File: src/rtl/cache_fill_fsm.sv
// Cache miss fill controller: streams one block from main memory into the data array, then writes the tag.
// Optional perf counters (miss_count, stall_cycles) are built when CACHE_FILL_PERF_CNT_EN is defined.
module cache_fill_fsm #(
    parameter int WORDS_PER_BLOCK = 8,
    parameter int MEM_LATENCY     = 4,
    parameter int ADDR_W          = 16,
    localparam int SEL_W          = $clog2(WORDS_PER_BLOCK)
) (
    input  logic              clk,
    input  logic              rst_n,
    input  logic              miss_detected,
    input  logic [ADDR_W-1:0] miss_address,
    input  logic [15:0]       memory_data,
    input  logic              memory_data_valid,
    output logic              fsm_busy,
    output logic              mem_en,
    output logic [ADDR_W-1:0] mem_addr,
    output logic              write_data_array,
    output logic [SEL_W-1:0]  data_word_sel,
    output logic              write_tag_array,
    output logic              fill_done
`ifdef CACHE_FILL_PERF_CNT_EN
   ,output logic [15:0]       miss_count,
    output logic [31:0]       stall_cycles
`endif
);

    typedef enum logic [1:0] {S_IDLE, S_FILL, S_DRAIN, S_DONE} state_t;

    localparam logic [ADDR_W-1:0] BASE_MASK = ~ADDR_W'(2 * WORDS_PER_BLOCK - 1);
    localparam logic [SEL_W-1:0]  LAST_ISS  = SEL_W'(WORDS_PER_BLOCK - 1);
    localparam logic [SEL_W-1:0]  ISS_ONE   = SEL_W'(1);
    localparam logic [SEL_W:0]    RECV_FULL = (SEL_W + 1)'(WORDS_PER_BLOCK);
    localparam logic [SEL_W:0]    RECV_ONE  = (SEL_W + 1)'(1);

    state_t              state_q, state_d;
    logic [SEL_W-1:0]    issue_q, issue_d;
    logic [SEL_W:0]      recv_q, recv_d;
    logic [ADDR_W-1:0]   base_q, base_d;
    logic                take_ret;

    // Data words go straight from memory to the array; latency only matters to the memory side.
    logic unused_inputs;
    assign unused_inputs = ^{memory_data, 32'(MEM_LATENCY)};

    always_ff @(posedge clk or negedge rst_n) begin
        if (!rst_n) begin
            state_q <= S_IDLE;
            issue_q <= '0;
            recv_q  <= '0;
            base_q  <= '0;
        end else begin
            state_q <= state_d;
            issue_q <= issue_d;
            recv_q  <= recv_d;
            base_q  <= base_d;
        end
    end

    always_comb begin
        state_d          = state_q;
        issue_d          = issue_q;
        recv_d           = recv_q;
        base_d           = base_q;
        fsm_busy         = 1'b0;
        mem_en           = 1'b0;
        mem_addr         = '0;
        write_data_array = 1'b0;
        data_word_sel    = recv_q[SEL_W-1:0];
        write_tag_array  = 1'b0;
        fill_done        = 1'b0;
        take_ret         = 1'b0;

        // Returns are accepted only while a fill is open and the block is not yet complete.
        if ((state_q == S_FILL || state_q == S_DRAIN) && memory_data_valid && recv_q != RECV_FULL) begin
            take_ret         = 1'b1;
            write_data_array = 1'b1;
            recv_d           = recv_q + RECV_ONE;
        end

        case (state_q)
            S_IDLE: begin
                // rst_n gating keeps the stall low while reset is held with a pending miss.
                if (miss_detected && rst_n) begin
                    fsm_busy = 1'b1;
                    base_d   = miss_address & BASE_MASK;
                    issue_d  = '0;
                    recv_d   = '0;
                    state_d  = S_FILL;
                end
            end
            S_FILL: begin
                fsm_busy = 1'b1;
                mem_en   = 1'b1;
                mem_addr = base_q + (ADDR_W'(issue_q) << 1);
                issue_d  = issue_q + ISS_ONE;
                if (issue_q == LAST_ISS) begin
                    state_d = S_DRAIN;
                end
            end
            S_DRAIN: begin
                fsm_busy = 1'b1;
                if (recv_d == RECV_FULL) begin
                    state_d = S_DONE;
                end
            end
            S_DONE: begin
                fsm_busy        = 1'b1;
                write_tag_array = 1'b1;
                fill_done       = 1'b1;
                issue_d         = '0;
                recv_d          = '0;
                state_d         = S_IDLE;
            end
            default: state_d = S_IDLE;
        endcase
    end

`ifdef CACHE_FILL_PERF_CNT_EN
    logic [15:0] miss_count_q;
    logic [31:0] stall_cycles_q;

    always_ff @(posedge clk or negedge rst_n) begin
        if (!rst_n) begin
            miss_count_q   <= '0;
            stall_cycles_q <= '0;
        end else begin
            if (state_q == S_IDLE && miss_detected && miss_count_q != '1) begin
                miss_count_q <= miss_count_q + 16'd1;
            end
            if (fsm_busy && stall_cycles_q != '1) begin
                stall_cycles_q <= stall_cycles_q + 32'd1;
            end
        end
    end

    assign miss_count   = miss_count_q;
    assign stall_cycles = stall_cycles_q;
`endif

endmodule

File: config.mk
export PLATFORM = sky130hd
export DESIGN_NAME = cache_fill_fsm
export DESIGN_NICKNAME = d
export VERILOG_FILES = /design/src/rtl/cache_fill_fsm.sv
export SDC_FILE = /design/constraint.sdc
export NUM_CORES = 1
export LEC_CHECK = 0
export BUFFER_PORTS_ARGS = -buffer_cell sky130_fd_sc_hd__buf_2
export CAP_MARGIN = 20
export CORE_MARGIN = 5
export CORE_UTILIZATION = 48
export CTS_CLUSTER_SIZE = 10
export DETAILED_ROUTE_END_ITERATION = 6
export GPL_TIMING_DRIVEN = 0
export MAX_ROUTING_LAYER = met4
export PLACE_DENSITY = 0.85
export REMOVE_ABC_BUFFERS = 1
export SLEW_MARGIN = 20
export SYNTH_ARGS = -nofsm -noshare
export SYNTH_HDL_FRONTEND = slang
export SYNTH_SLANG_ARGS = --single-unit
export TNS_END_PERCENT = 100
File: constraint.sdc
create_clock -name clk -period 4.4 [get_ports clk]
set_clock_uncertainty 0.2 [all_clocks]
set_input_delay 0.22 -clock clk [delete_from_list [all_inputs] [get_ports clk]]
set_output_delay 0.22 -clock clk [all_outputs]
set_load 0.02 [all_outputs]
==> Word-level counts from Yosys, hierarchy flattened <==
Cells that the tools add are included.
{ "word_totals": {"romBits": 0, "output_inout_bits": 24, "latchBits": 0, "elab_cells": 41, "n_memories": 0, "reg_bits": 21, "ram_bits": 0, "inputBits": 36} }
{ "op_classes": {"mux": 15, "shift": 0, "multipliers": 0, "bitwise_logic": 0, "n_div": 0, "n_eq_ne": 9, "order_cmp": 0, "reduce_logical": 10, "n_addsub": 3} }
{ "ops": {"columns": ["cell", "n"], "rows": [
  ["adder 16 x 4 -> 16 bit", 1],
  ["two-way mux 16 bit", 1],
  ["case mux 3 bit (3 select lines)", 1],
  ["two-way mux 4 bit", 2],
  ["case mux 2 bit (4 select lines)", 1],
  ["case mux 4 bit (2 select lines)", 1],
  ["two-way mux 2 bit", 3],
  ["adder 4 x 1 -> 4 bit, second input constant", 1],
  ["equality test 2 bit, second input constant", 2],
  ["equality test 4 bit, second input constant", 1],
  ["two-way mux 1 bit", 4],
  ["inequality test 2 x 1 -> 1 bit, second input constant", 2],
  ["inequality test 4 bit, second input constant", 1],
  ["AND reduction 2 bit", 2],
  ["adder 3 x 1 -> 3 bit, second input constant", 1],
  ["equality test 3 bit, second input constant", 1],
  ["logical AND 1 bit", 3],
  ["two-way mux 3 bit", 1],
  ["AND reduction 3 bit", 1],
  ["nonzero test 3 bit", 1],
  ["OR reduction 3 bit", 1],
  ["equality test 2 x 1 -> 1 bit, second input constant", 1],
  ["zero test 2 bit", 1],
  ["inequality test 2 bit, second input constant", 1],
  ["other kinds (2)", 2]
]} }

==> Logic depth before layout (Yosys ltp) <==
Gate-level depths: netlist of the first run.
{ "logic_depth": {"depth_word": 8, "depth_mapped": 7, "mapped_depth_nobuf": 7} }

==> Least setup slack after synthesis of the first run <==
Ideal clock, no wire load.
{ "synth_path": {"kind": "reg2reg", "start": "register state_q[0]", "end": "register state_q[1]", "n_path_buf": 0, "required_ps": 4072, "setup_ps": 128, "arrival_ps": 1826, "path_stages_with_launch": 8, "slack_ps": 2246, "period_less_slack_ps": 2154, "path_cell_list": "dfrtp_1 -> inv_1 -> ha_1 -> nand3_1 -> mux2i_1 -> o221ai_1 -> a221oi_2 -> mux2_1"} }
{ "synth_between": {"elab_cells_between_ends": 14, "cone_classes": "7 x eq/ne; 2 x mux; 5 x reduce/logical"} }
{ "synth_rtl": {"columns": ["element", "line_no", "rtl"], "rows": [
  ["from (decl)", "36", "state_t state_q, state_d;"],
  ["from (signal assigned)", "53", "state_q <= state_d;"],
  ["equality test 2 bit, or another cell as far along", "81", "case (state_q)"],
  ["case mux 2 bit (4 select lines) *", "81", null],
  ["net state_d[1]", "36", null]
]} }
Mark *: on every way through the listed nets, which the timed path passes. The rest lies on a longest branch.
A chain may end at the register's enable or synchronous reset.

==> Worst setup path after layout of the first run <==
Ends and elaborated chain as after synthesis.

==> results of run 1 <==
placed cells by master (no fill, tap or decap), types with 2 or more instances in the layout:
cell type       n
buf_2          38
dfrtp_1        21
and2_1         15
dlygate4sd3_1  13
mux2_1         12
ha_1            9
nand3_1         6
inv_1           6
nor2_1          4
a21oi_1         3
o21ai_0         3
clkbuf_4        3
nand2_1         2
mux2i_1         2
final cells by class:
type,instances,area (µm²)
Inverter,7,26.3
Tap cell,28,35.0
Fill cell,180,752
Clock buffer,3,22.5
Sequential cell,21,526
Clock inverter,1,5.00
Timing Repair Buffer,51,320
Multi-Input combinational cell,70,568
cells by family after synthesis:
| family | Yosys count |
|---|---|
| compound gates | 12 |
| flops | 21 |
| xor+xnor | 1 |
| simple gates | 32 |
| buf+inv | 14 |
| other cells | 1 |
| mux | 15 |
| fa+ha+maj | 9 |
metrics by stage:
stage | cell area (µm²) | setup WS (ps) | std cells | utilization
floorplan | 1120 | 2190 | 98 | -
global placement | 1350 | 2100 | 164 | 0.597
detailed placement | 1350 | 2010 | 164 | 0.597
CTS | 1500 | 1990 | 181 | 0.666
global route | 1500 | 1900 | 181 | 0.666
finish | 1500 | 2000 | 181 | 0.666
path summary, 6_finish.rpt:
| check | startpoint | to | slack [ps] | cells after the start |
|---|---|---|---|---|
| worst max-delay path | state_q[0] | state_q[1] | 2000 | 7 |
| worst min-delay path | memory_data_valid | recv_q[2] | 120 | 4 |
| worst max register to register | state_q[0] | state_q[1] | 2000 | 7 |
| worst min register to register | base_q[10] | base_q[10] | 300 | 1 |
| max in group asynchronous | rst_n | state_q[1] | 3470 | 2 |
| min in group asynchronous | rst_n | base_q[5] | 200 | 2 |
power by group:
part,internal [µW],switching (µW)
combinational,199,281
sequential,274,51.4
clock,34.1,60.5
total,507,393
worst max-delay path: stages, from the launching register on:
cell and delay [ps]:
dfrtp_1 430, inv_1 100, ha_1 360, nand3_1 130
mux2i_1 260, o221ai_1 170, a221oi_2 280, mux2_1 350
per-layer routing:
| layer | GRT usage | routed length, µm | vias to the layer above |
|---|---|---|---|
| met3 | 0.0240 | 184 | 7 |
| met2 | 0.279 | 1240 | 35 |
| li1 | - | - | 447 |
| met4 | 0.0874 | 74 | 0 |
| met1 | 0.194 | 1020 | 421 |
| met5 | - | 0 | - |
sequential cells by signal (all words and copies together) (netlist names):
signal / count
base_q: 12
state_q: 2
recv_q: 4
issue_q: 3
==> out/qor.yml, run 1 <==
grt_max_degree: 24
pin_count: 60
synth_most_common_cell: "dfrtp_1"
synth_compound_area_frac: 0.0784
crit_required_ps: 4410
core_um2: 2250
cts_buffers: 3
numPortBuffers: 38
path_clk_slew_ps: 110
syn2layout_area_growth_pct: 29.0
relSlewSlack: 0.593
min_period_ps: 2400
drive_above_1_share: 0.314
initial_utilization: 0.517
cts-root-buf: "clkbuf_4"
yosysTopAreaCellShare: 0.451
power_uw: 900
synth_top_cell_by_area: "dfrtp_1"
worst_pin_slew_ps: 608
first_iter_violations: 14
ys_warn_count: 0
async_reset_ff_frac: 1.00
grt_pass1_vias: 964
grt-ovfl-total: 0
drt-vias-per-instance: 5.03
dr.pass1.iters: 4
drc_errors: 0
num_antenna_cells: 0
fmax_mhz: 417
antenna_found_initial: 0
die_w_um: 59.3
syn_area_per_cell_um2: 11.1
power_density_nw_per_um2: 599
cts_resized: 0
rsz0062_at_grt: "no"
yosysSeqAreaShare: 0.451
clock_latency_ps: 320
synthesis.area_um2: 1160
cts_sinks: 21
synthXorXnorAreaFrac: 0.00752
end_kind: "register"
cts_buffer_depth: 2
grtUsageTotal: 0.168
drv_cap: 0
setup_viol_count_final: 0
final_max_slew_viol_count: 0
post-route-period-util: 0.546
crit_path_max_fanout: 4
core.rowCount: 17
critical_path_class: "reg2reg"
synth_fa_ha_area_frac: 0.0967
cts_tree: "done"
status: "finished clean"
p_leak_uw: 0.000781
nets: 199
synth_simple_gate_area_share: 0.159
setup.worst_path.start_class: "register"
synth_top_family_by_area: "simple AND/OR/NAND/NOR gates"
final_hold_viol_count: 0
post_cts_buffers: 0
synth.area.top_cells: "dfrtp_1 45%, mux2_1 12%, ha_1 9.7%"
hold_path_class: "in2reg"
ys_types: 29
num_vias: 910
post_drt_wl_per_cell_um: 13.9
synth-edff-count: 0
synthMuxAreaShare: 0.143
htreeDepth: 1
drt-total-wl_mm: 2.51
cp.arrival_ps: 2410
synth-main-ff-cell: "dfrtp_1"
finalSetupTns_ps: 0
synth_seq_cells: 21
drt.antenna.violating_nets: 0
grt_pass1_wl_mm: 4.26
gp_congestion: 0.841
dieArea_um2: 3510
ys_top_cells_by_count: "21 x dfrtp_1, 15 x and2_1, 12 x mux2_1, 9 x ha_1"
ctsHoldBuffers: 13
hold_slack_ps: 119
syn_inst: 105
die_y_um: 59.3
dpl.hpwl_mm: 1.74
vdd_drop_max_mv: 0.428
Power figures use the tool's default switching activity.
==> inputs of run 2 (changes only) <==
--- a/config.mk
+++ b/config.mk
@@ -5,15 +5,16 @@
 export SDC_FILE = /design/constraint.sdc
 export NUM_CORES = 1
 export LEC_CHECK = 0
+export ABC_AREA = 1
 export BUFFER_PORTS_ARGS = -buffer_cell sky130_fd_sc_hd__buf_2
 export CAP_MARGIN = 20
 export CORE_MARGIN = 5
-export CORE_UTILIZATION = 48
+export CORE_UTILIZATION = 41
 export CTS_CLUSTER_SIZE = 10
 export DETAILED_ROUTE_END_ITERATION = 6
 export GPL_TIMING_DRIVEN = 0
 export MAX_ROUTING_LAYER = met4
-export PLACE_DENSITY = 0.85
+export PLACE_DENSITY = 0.76
 export REMOVE_ABC_BUFFERS = 1
 export SLEW_MARGIN = 20
 export SYNTH_ARGS = -nofsm -noshare
==> constraint.sdc (replaced) <==
create_clock -name clk -period 2.14 [get_ports clk]
set_clock_uncertainty 0.2 [all_clocks]
set_input_delay 0.107 -clock clk [delete_from_list [all_inputs] [get_ports clk]]
set_output_delay 0.107 -clock clk [all_outputs]
set_load 0.02 [all_outputs]
==> run 2 against run 1 <==
Net effect:
- synthesized cell count up 41%
- flip-flop and latch count unchanged
- clock-buffer cell count unchanged
- critical endpoint unchanged
- clock power up 95%
- sequential share of layout area down 2.4 points
- synthesized area up 6.6%
- critical path type unchanged
==> out/qor.yml, run 2 <==
largest_register: "base_q"
numPortBuffers: 38
dr.pass1.iters: 4
pwr-share-seq: 0.332
drt-vias-per-instance: 4.43
first_iter_violations: 24
cts_buffers: 3
synth-main-ff-cell: "dfrtp_1"
top_regs: "base_q (12), recv_q (4), issue_q (3)"
regToRegSetupSlack_ps: 220
cp_slowest_cell: "dfrtp_1"
grt_max_degree: 23
drive_above_1_share: 0.337
rsz0062_at_grt: "no"
synth-edff-count: 0
core.rowCount: 20
switchingPower_uw: 885
switching_share: 0.446
status: "finished clean"
setup.worst_path.start_class: "register"
place_area_um2: 1420
hold_path_class: "in2reg"
syn_area_per_cell_um2: 8.39
timing.rr.end: "state_q[1]"
cts_buffer_depth: 2
power_frac_clock: 0.093
clock_latency_ps: 290
fmax_mhz: 520
cpMostUsedCell: "nand2_1"
pin_count: 60
dieArea_um2: 4230
die_y_um: 65.0
final_util: 0.542
dpl.hpwl_mm: 1.69
yosysTopAreaCellShare: 0.423
synth_seq_cells: 21
yosysSeqAreaShare: 0.423
crit_path_max_fanout: 6
p_leak_uw: 0.000993
die_w_um: 65.0
cp.arrival_ps: 1920
end_kind: "register"
slowest_delay_ps: 410
cts_sinks: 21
synth.area.top_cells: "dfrtp_1 42%, nand2_1 13%, mux2_2 11%"
reg2reg_depth: 13
crit_required_ps: 2140
fillers: 283
final_hold_viol_count: 0
cts_tree: "done"
synthesis.area_um2: 1240
final_max_slew_viol_count: 0
num_antenna_cells: 0
drv_cap: 0
power_density_nw_per_um2: 1230
grtUsageTotal: 0.125
grt_pass1_vias: 998
htreeDepth: 1
pwr-share-comb: 0.575
cp_cell_sequence: "inv_1 > ha_1 > nand2_1 > inv_2 > nand2_4 > nand2_1 > nand2_1 > nor2_1 > nand2_1 > nand2_2 > nand2_2 > nand2_1 > nand2_1"
initial_utilization: 0.417
critical_path_class: "reg2reg"
final_common_cell: "nand2_1"
path_clk_slew_ps: 110
p_int_uw: 1100
mostFrequentLayoutCells: "43 x nand2_1, 37 x buf_2, 27 x inv_1"
async_reset_ff_frac: 1.00
post_drt_wl_per_cell_um: 10.4
post-route-period-util: 0.898
syn2layout_area_growth_pct: 30.0
drt.antenna.violating_nets: 0
gp_congestion: 0.757
ys_warn_count: 0
cp_top_family: "simple AND/OR/NAND/NOR gates"
ys_types: 20
min_delay_path_depth: 5
reg2reg_from: "state_q[0]"
drt-total-wl_mm: 2.42
path_buf_inv: 2
syn_inst: 148
cts-root-buf: "clkbuf_4"
drc_errors: 0
largest_reg_flops: 12
nets: 245
antenna_found_initial: 0
hold_end: "recv_q[2]"
multiInputGateArea_um2: 558
setup_viol_count_final: 0
synth_most_common_cell: "nand2_1"
grt-ovfl-total: 0
num_vias: 1028
ff_latch_area_um2: 526
min-delay-start: "memory_data_valid"
vdd_drop_max_mv: 0.484
finalSetupTns_ps: 0
core_um2: 2980
worst_pin_slew_ps: 515
grt_pass1_wl_mm: 4.02
min_period_ps: 1920
design_area_um2: 1610
ys_top_cells_by_count: "43 x nand2_1, 27 x inv_1, 21 x dfrtp_1, 12 x mux2_2, 9 x ha_1"
relSlewSlack: 0.656
synth_top_cell_by_area: "dfrtp_1"
-- run 2: cell count changes after synthesis, moves of 2 or more --
cell	before	now
nand2_1	2	43
buf_2	0	2
nor2_1	4	6
o21ai_0	3	1
nand3_1	6	8
mux2_2	1	12
and2_1	15	0
mux2i_1	2	0
mux2_1	12	0
inv_1	6	27
-- run 2: what timing repair did --
action	in CTS	in global routing
endpoints found under the hold margin	33	0
hold buffers	13	0
gates resized for setup	0	2
buffers inserted	0	4
endpoints found under the setup margin	0	30
-- run 2: logic make-up after synthesis --
family                     Yosys count  share of synthesized area
and+or+nand+nor                     63                      0.224
buffers and inverters               37                      0.129
DFF                                 21                      0.423
muxes                               12                      0.109
adders and majority gates            9                     0.0907
AOI/OAI and AO/OA                    5                     0.0212
other                                1                    0.00302
-- run 2: worst reg2reg max path, cell delays in order, from the launching register on --
cell     delay, ps
dfrtp_1        410
inv_1           90
ha_1           330
nand2_1         70
inv_2          120
nand2_4         70
nand2_1         80
nand2_1         50
nor2_1         100
nand2_1         70
nand2_2         80
nand2_2         50
nand2_1         50
nand2_1         40
-- run 2: worst max-delay path by stage --
stage,from,endpoint,slack (ps),cells past startpoint
finish,state_q[0],state_q[1],220,13
global route,state_q[0],state_q[1],20,13
CTS,state_q[1],mem_addr[1],5,5
detailed placement,state_q[0],state_q[1],180,13
global placement,state_q[1],state_q[1],230,7
floorplan,state_q[1],state_q[1],350,7
-- run 2: metrics by stage --
stage / cells / hold slack, ps / setup WS, ps / total power (µW)
2_1_floorplan: 140 / -389 / 351 / 1450
3_3_place_gp: 211 / -102 / 226 / 1710
3_5_place_dp: 211 / -96.4 / 185 / 1740
4_1_cts: 228 / 27.8 / 4.63 / 1950
5_1_grt: 232 / 64.3 / 20.2 / 2180
6_report: 232 / 40.0 / 218 / 1980
-- run 2: metal layers --
metal	GRT usage	share of wire	vias up
met1	0.142	0.42	457
met4	0.0389	0.0058	0
li1	-	-	546
met2	0.225	0.53	23
met5	-	0	-
met3	0.0208	0.047	2
-- run 2: power groups by stage --
stage / clock network [µW] / logic (µW) / registers [µW]
2_1_floorplan: 0 / 779 / 670
3_3_place_gp: 0 / 1050 / 665
3_5_place_dp: 0 / 1070 / 675
4_1_cts: 198 / 1090 / 664
5_1_grt: 211 / 1290 / 683
6_report: 184 / 1140 / 657
-- run 2: cell type report --
cell class	instances	share of cell area
Tap cell	33	0.0256
Multi-Input combinational cell	90	0.346
Sequential cell	21	0.326
Inverter	29	0.0674
Clock buffer	3	0.0140
Timing Repair Buffer	55	0.219
Clock inverter	1	0.00310
